### config.mk
export PLATFORM = sky130hd
export DESIGN_NAME = step_controller
export DESIGN_NICKNAME = d
export VERILOG_FILES = /design/src/rtl/ctrl_pkg.sv /design/src/rtl/rise_detect.sv /design/src/rtl/step_controller.sv
export SDC_FILE = /design/constraint.sdc
export NUM_CORES = 1
export LEC_CHECK = 0
export ABC_AREA = 1
export CAP_MARGIN = 20
export CORE_MARGIN = 5
export CORE_UTILIZATION = 23
export DETAILED_ROUTE_END_ITERATION = 8
export PLACE_DENSITY = 0.52
export SYNTH_ARGS = -nofsm -noshare
export SYNTH_HDL_FRONTEND = slang
export SYNTH_HIERARCHICAL = 1
export SYNTH_SLANG_ARGS = --single-unit
### constraint.sdc
create_clock -name clk_i -period 4.3 [get_ports clk_i]
set_input_delay 0.86 -clock clk_i [delete_from_list [all_inputs] [get_ports clk_i]]
set_output_delay 0.86 -clock clk_i [all_outputs]
set_load 0.005 [all_outputs]
### src/rtl/ctrl_pkg.sv
// Shared definitions for the core step/burst enable sequencer.
package ctrl_pkg;

   // Controller states; the 2-bit encoding is fixed so debug tooling can decode it.
   typedef enum logic [1:0] {
      S_HALT  = 2'd0,
      S_RUN   = 2'd1,
      S_STEP  = 2'd2,
      S_BURST = 2'd3
   } state_e;

   // Plain-vector views of the same encoding for the state register.
   localparam logic [1:0] ST_HALT  = S_HALT;
   localparam logic [1:0] ST_RUN   = S_RUN;
   localparam logic [1:0] ST_STEP  = S_STEP;
   localparam logic [1:0] ST_BURST = S_BURST;

   // Default widths of the burst counter and the enabled-cycle counter.
   localparam int CNT_W_DEF  = 16;
   localparam int PERF_W_DEF = 32;

endpackage

### src/rtl/rise_detect.sv
// Registers a level request and flags its rising edge.
module rise_detect (
   input  logic clk_i,
   input  logic rst_i,
   input  logic lvl,
   output logic lvl_q,
   output logic rise
);

   // Remember last cycle's level so a held request fires only once.
   always_ff @(posedge clk_i or posedge rst_i) begin
      if (rst_i) lvl_q <= 1'b0;
      else       lvl_q <= lvl;
   end

   assign rise = lvl & ~lvl_q;

endmodule

### src/rtl/step_controller.sv
// Gated core clock-enable sequencer: free-run, halt, single-step, N-cycle burst.
module step_controller
   import ctrl_pkg::*;
#(
   parameter int CNT_W  = CNT_W_DEF,
   parameter int PERF_W = PERF_W_DEF
) (
   input  logic              clk_i,
   input  logic              rst_i,
   input  logic              halt_i,
   input  logic              run_i,
   input  logic              step_i,
   input  logic              burst_i,
   input  logic [CNT_W-1:0]  burst_len_i,
   input  logic              clr_perf_i,
   output logic              cpu_en_o,
   output logic              halted_o,
   output logic              done_o,
   output logic [CNT_W-1:0]  remaining_o,
   output logic [PERF_W-1:0] perf_cnt_o
);

   logic [1:0]        state;
   logic [1:0]        state_nxt;
   logic [CNT_W-1:0]  cnt;
   logic [CNT_W-1:0]  cnt_nxt;
   logic              done_q;
   logic              done_nxt;
   logic              step_q;
   logic              step_rise;
   logic              burst_q;
   logic              burst_rise;
   logic [PERF_W-1:0] perf_q;

   // Next value of the enabled-cycle counter; clear wins over increment.
   function automatic logic [PERF_W-1:0] perf_next(input logic [PERF_W-1:0] cur,
                                                   input logic              clr,
                                                   input logic              en);
      if (clr)     return '0;
      else if (en) return cur + PERF_W'(1);
      else         return cur;
   endfunction

   rise_detect u_step_rise (
      .clk_i (clk_i),
      .rst_i (rst_i),
      .lvl   (step_i),
      .lvl_q (step_q),
      .rise  (step_rise)
   );

   rise_detect u_burst_rise (
      .clk_i (clk_i),
      .rst_i (rst_i),
      .lvl   (burst_i),
      .lvl_q (burst_q),
      .rise  (burst_rise)
   );

   // Next-state, burst count and completion decode; edges outside HALT are dropped.
   always_comb begin
      state_nxt = state;
      cnt_nxt   = cnt;
      done_nxt  = 1'b0;
      case (state)
         ST_HALT: begin
            if (halt_i) begin
               state_nxt = ST_HALT;
            end else if (run_i) begin
               state_nxt = ST_RUN;
            end else if (burst_rise) begin
               if (burst_len_i != '0) begin
                  state_nxt = ST_BURST;
                  cnt_nxt   = burst_len_i;
               end else begin
                  done_nxt  = 1'b1;
               end
            end else if (step_rise) begin
               state_nxt = ST_STEP;
            end
         end
         ST_RUN: begin
            if (halt_i || !run_i) state_nxt = ST_HALT;
         end
         ST_STEP: begin
            state_nxt = ST_HALT;
            done_nxt  = 1'b1;
         end
         ST_BURST: begin
            if (halt_i) begin
               state_nxt = ST_HALT;
               cnt_nxt   = '0;
            end else if (run_i) begin
               state_nxt = ST_RUN;
               cnt_nxt   = '0;
            end else if (cnt == CNT_W'(1)) begin
               state_nxt = ST_HALT;
               cnt_nxt   = '0;
               done_nxt  = 1'b1;
            end else begin
               cnt_nxt   = cnt - CNT_W'(1);
            end
         end
         default: begin
            state_nxt = ST_HALT;
            cnt_nxt   = '0;
         end
      endcase
   end

   // Control state: FSM, burst counter and registered done pulse.
   always_ff @(posedge clk_i or posedge rst_i) begin
      if (rst_i) begin
         state  <= ST_HALT;
         cnt    <= '0;
         done_q <= 1'b0;
      end else begin
         state  <= state_nxt;
         cnt    <= cnt_nxt;
         done_q <= done_nxt;
      end
   end

   // Count cycles in which the core was enabled.
   always_ff @(posedge clk_i or posedge rst_i) begin
      if (rst_i) perf_q <= '0;
      else       perf_q <= perf_next(perf_q, clr_perf_i, cpu_en_o);
   end

   // Moore outputs decoded from registers only, so the enable cannot glitch.
   assign cpu_en_o    = (state != ST_HALT);
   assign halted_o    = (state == ST_HALT);
   assign done_o      = done_q;
   assign remaining_o = cnt;
   assign perf_cnt_o  = perf_q;

endmodule

; ---- After elaboration in Yosys (flattened, before gate mapping)
; Cells that the tools add are included.
[totals]
memories = 0
mem_bits_ro = 0
register_bits = 53
ram_bits = 0
latchBits = 0
in_bits = 23
elab_cells = 61
[op_classes]
shift = 0
reduce_logical = 9
eq_ne = 12
mux = 28
n_addsub = 2
order_cmp = 0
multipliers = 0
n_bitwise = 4
div = 0
[ops]
columns = cell, n
row1 = two-way mux 16 bit, 7
row2 = two-way mux 32 bit, 2
row3 = "adder 32 x 1 -> 32 bit, second input constant", 1
row4 = one-hot mux 16 bit (2 select lines), 1
row5 = two-way mux 2 bit, 9
row6 = "== test 16 x 1 -> 1 bit, second input constant", 1
row7 = nonzero test 16 bit, 1
row8 = "subtractor 16 x 1 -> 16 bit, second input constant", 1
row9 = one-hot mux 2 bit (4 select lines), 1
row10 = two-way mux 1 bit, 7
row11 = "inequality test 2 bit, second input constant", 3
row12 = nonzero test 2 bit, 3
row13 = "inequality test 5 x 3 -> 1 bit, second input constant", 1
row14 = "inequality test 5 x 4 -> 1 bit, second input constant", 1
row15 = AND reduction 5 bit, 1
row16 = "== test 2 bit, second input constant", 2
row17 = "inequality test 2 x 1 -> 1 bit, second input constant", 2
row18 = "inequality test 4 bit, second input constant", 1
row19 = AND reduction 4 bit, 1
row20 = one-hot mux 1 bit (3 select lines), 1
row21 = bitwise AND 1 bit, 2
row22 = "== test 2 x 1 -> 1 bit, second input constant", 1
row23 = zero test 2 bit, 1
row24 = inverter 1 bit, 2
row25 = 2 further kinds, 2

; ---- Longest topological paths before layout
[logic_depth]
depth_word = 7
mapped_depth = 12
ltp_nobuf = 12

; ---- Modules after synthesis
; Netlist, hierarchy kept.
[by_module_without_submodules]
columns = module, seq_area_each_um2, instances, area_per_inst_um2, cells_each
row1 = step_controller, 1276.2, 1, 3432.0, 521
row2 = rise_detect, 25.0, 2, 38.8, 4

; ---- Least setup slack after synthesis
; Ideal clock, no wire load.
[synth_path]
path_type = input-to-reg
start = input port burst_len_i[15]
end = register cnt[0], in the netlist remaining_o[0]
path_stages = 11
arrival_ps = 1726
path_slack_ps = 2458
required_time_ps = 4184
path_buffers = 1
path_cell_list = nor2_1 nand2_1 nor2_1 nand2_1 nand2_1 nand2_2 nand2_2 clkinv_2 buf_6 nand2_1 nand2_1
[synth_via]
elab_chain_cells = 3
[synth_rtl]
columns = element, line
row1 = "start, declared", step_controller.sv:14  ; input logic [CNT_W-1:0] burst_len_i,
row2 = nonzero test 16 bit, step_controller.sv:72  ; if (burst_len_i != '0) begin
row3 = inequality test 2 x 1 -> 1 bit (no line), -
row4 = AND reduction 5 bit (no line), -
row5 = "end signal, assigned", step_controller.sv:119  ; cnt <= cnt_nxt;
row6 = "end, declared", step_controller.sv:25  ; logic [CNT_W-1:0] cnt;
; No other way between the ends.
; A chain may end at the register's enable or synchronous reset.

; ---- Final worst setup path
[layout_path]
start = register state[1]
end = output port cpu_en_o
[layout_via]
elab_chain_cells = 1
[layout_rtl]
columns = element, line
row1 = "start, declared", step_controller.sv:23  ; logic [1:0] state;
row2 = "start signal, assigned", step_controller.sv:118  ; state <= state_nxt;
row3 = nonzero test 2 bit, step_controller.sv:131  ; assign cpu_en_o = (state != ST_HALT);
row4 = "end, declared", step_controller.sv:16  ; output logic cpu_en_o,
; No other way between the ends.

==> flow_summary_export.csv <==
group,metric,value,unit
detailed_routing,dr.pass1.iters,4,
finish,nets,628,
power_and_ir_drop,power.density,399,nW/um2
timing,fin_crit_sh,0.618,
critical_path,cp.required,3.44,ns
timing,finalHoldViolations,0,
detailed_routing,drc_errors,0,
global_routing,grt_overflow,0,
detailed_routing,drt_first_iter_violations,219,
critical_path,path_cells,"nor2_4 > inv_4 > clkdlybuf4s50_1",
logic_synthesis,synth-seq-cells,53,
timing,fin_setup_tns,0,ns
global_routing,grt_pass1_wl,18.2,mm
global_routing,grtUsageTotal,0.125,
logic_synthesis,synth_top_area_share,0.378,
floorplan,rows,45,
detailed_routing,avgRoutedWirePerCell,13.8,um
min_path,worst_hold_path_type,"flop to flop",
clocking,clock_path_buffers,2,
critical_path,timing.rr.end,"remaining_o[14]",
logic_synthesis,syn_area,3510,um2
logic_synthesis,seq_area_frac_synth,0.378,
global_routing,grt_max_degree,34,
floorplan,dieArea,17800,um2
timing,tightest_slew,0.834,ns
logic_synthesis,syn_area_per_cell,6.63,um2
clocking,path_clk_slew,0.07,ns
critical_path,r2r_cells,9,
floorplan,core,15100,um2
floorplan,dieWidth,134,um
status,outcome,"finished, final reports clean",
logic_synthesis,synthesis.nets,555,
logic_synthesis,synthTopCellsByArea,"dfrtp_1 (38%), nand2_1 (18%), nor2_1 (9.7%)",
timing,skew,0.0119,ns
logic_synthesis,ys.flop_type,"dfrtp_1",
placed_design,hpwlAfterDp,8.44,mm
logic_synthesis,ys_async_sr_fraction,1.00,
critical_path,critPathCapture,"cpu_en_o",
logic_synthesis,synth.distinct_cells,35,
timing,slew_headroom,0.443,
critical_path,worstReg2RegStart,"state[1]",
critical_path,r2r_setup_slack,2.20,ns
global_routing,grt_pass1_vias,3523,
clocking,clk_latency,0.30,ns
critical_path,slowest_delay,0.49,ns
timing,rsz0062_at_grt,"no",
critical_path,critical_path_class,"flop to output port",
clocking,htree_levels,2,
clocking,cts_setup_buffers,0,
logic_synthesis,postSynthCellCount,529,
critical_path,end_kind,"output port",
placed_design,io_buffers,73,
logic_synthesis,yosysWarnings,6,
clocking,numClockSinks,53,
critical_path,slowest_stage,"clkdlybuf4s50_1",
power_and_ir_drop,p_leak,0.00205,uW
finish,area_growth,30.6,%
logic_synthesis,synth_edf_count,0,
finish,nFillCells,1670,
detailed_routing,routed_wl,10.9,mm
finish,drive_gt1_frac,0.0714,
power_and_ir_drop,pwr-share-seq,0.395,
finish,num_antenna_cells,0,
power_and_ir_drop,pwr-share-comb,0.376,
placed_design,postPlaceCellArea,4440,um2
logic_synthesis,synth_largest_area_cell,"dfrtp_1",
global_routing,antenna_found_initial,0,
timing,drv_slew,0,
power_and_ir_drop,p_int,1130,uW
power_and_ir_drop,p_clk_frac,0.229,
floorplan,initial_core_util,0.233,
power_and_ir_drop,switching_share,0.384,
detailed_routing,ant_nets,0,
timing,min_period,2.66,ns
logic_synthesis,synth_top_cells_by_count,"nand2_1 (166), nor2_1 (91), inv_1 (59), dfrtp_1 (53), nand3_1 (36)",
detailed_routing,route.vias.total,3578,
clocking,cts-buffers-inserted,5,
power_and_ir_drop,vdd_ir_drop_max,206,uV
finish,stdcell_area,4580,um2
power_and_ir_drop,net-switching-power,701,uW
floorplan,die_h,134,um
logic_synthesis,yosysMostFrequentCell,"nand2_1",
clocking,hold_buffers,0,
placed_design,gp_congestion,0.905,
critical_path,cp-startpoint,"state[1]",
detailed_routing,via_per_inst,4.53,
clocking,cts_tree,"yes",
critical_path,critPathLaunchType,"flop",
clocking,root_buffer,"clkbuf_16",
min_path,worstHoldStart,"remaining_o[1]",
timing,fmax,0.376,GHz
clocking,cts-resized-gates,0,
timing,final-setup-viol-count,0,
flow_run,max-cap-violations,0,
floorplan,pin_count,74,
critical_path,cp_data_arrival_time,1.80,ns
critical_path,crit_fanout,14,
per-stage QoR:
step           cells  utilization  total power [uW]  hold WS [ns]  worst slack (ns)
2_1_floorplan    529            -              1080         0.494              2.21
3_3_place_gp     783        0.294              1400         0.512              1.54
3_5_place_dp     783        0.294              1420         0.514              1.50
4_1_cts          790        0.304              1850         0.531              1.61
5_1_grt          790        0.304              1970         0.549              1.56
6_report         790        0.304              1830         0.528              1.64
worst max-delay path, delay by kind of cell, from the launching register on:
family	cells	cell delay (ns)
flops	1	0.44
simple gates	1	0.39
buf+inv	2	0.67
power by group through the flow:
stage / combinational (uW) / sequential, uW / clock (uW)
after floorplan: 384 / 696 / 0
after detailed placement: 691 / 731 / 0
after CTS: 695 / 723 / 434
final: 686 / 722 / 419
after global placement: 677 / 728 / 0
after global routing: 778 / 737 / 450
metal layers:
layer | share of wire | vias to the layer above | global-route usage | wire length, um
li1 | - | 1805 | - | -
met1 | 0.47 | 1682 | 0.168 | 5130
met2 | 0.47 | 74 | 0.205 | 5170
met3 | 0.031 | 17 | 0.0177 | 341
met4 | 0.025 | 0 | 0.0469 | 272
met5 | 0 | - | 0 | 0
cell families (layout without fill, tap and decap cells):
family                     Yosys count  after routing  synth area share
and+or+nand+nor                    348            348             0.445
DFF                                 53             53             0.378
AOI/OAI and AO/OA                   47             47            0.0699
xor gates and xnor gates             6              6            0.0150
buffers and inverters               72            145            0.0820
adders and majority gates            3              3            0.0107
cells in the final DEF, fill, tap and decap left out, drive strengths merged:
master and count:
a31o 1, o21a 2, nand3b 2, nand3 39
a31oi 1, nand4 10, nor3b 4, nand2 172
dfrtp 53, xnor2 3, clkinv 1, nor3 12
a21oi 19, o21ai 24, ha 3, buf 1
nor2 108, nor4 1, xor2 3, clkbuf 7
clkdlybuf4s50 73, inv 63
flip-flops by register name, indices dropped and copies added (netlist names):
name	count
perf_cnt_o	32
u_burst_rise/lvl_q	1
u_step_rise/lvl_q	1
state	2
remaining_o	16
done_o	1
final cells by class:
cell class	instances	area, um2	area share
clock buffer	7	143	0.0311
inverter	64	244	0.0532
multi-input combinational	404	1900	0.414
sequential	53	1330	0.289
tap	188	235	0.0513
timing repair buffer	74	738	0.161
worst min path at each step:
stage / end / slack, ns / depth (start not counted)
after floorplan: remaining_o[1] / 0.49 / 2
final: remaining_o[1] / 0.53 / 2
after CTS: perf_cnt_o[13] / 0.53 / 1
after global routing: perf_cnt_o[13] / 0.55 / 1
after global placement: perf_cnt_o[13] / 0.51 / 1
after detailed placement: remaining_o[1] / 0.51 / 2
No activity file was read; power rests on OpenSTA's default activity.
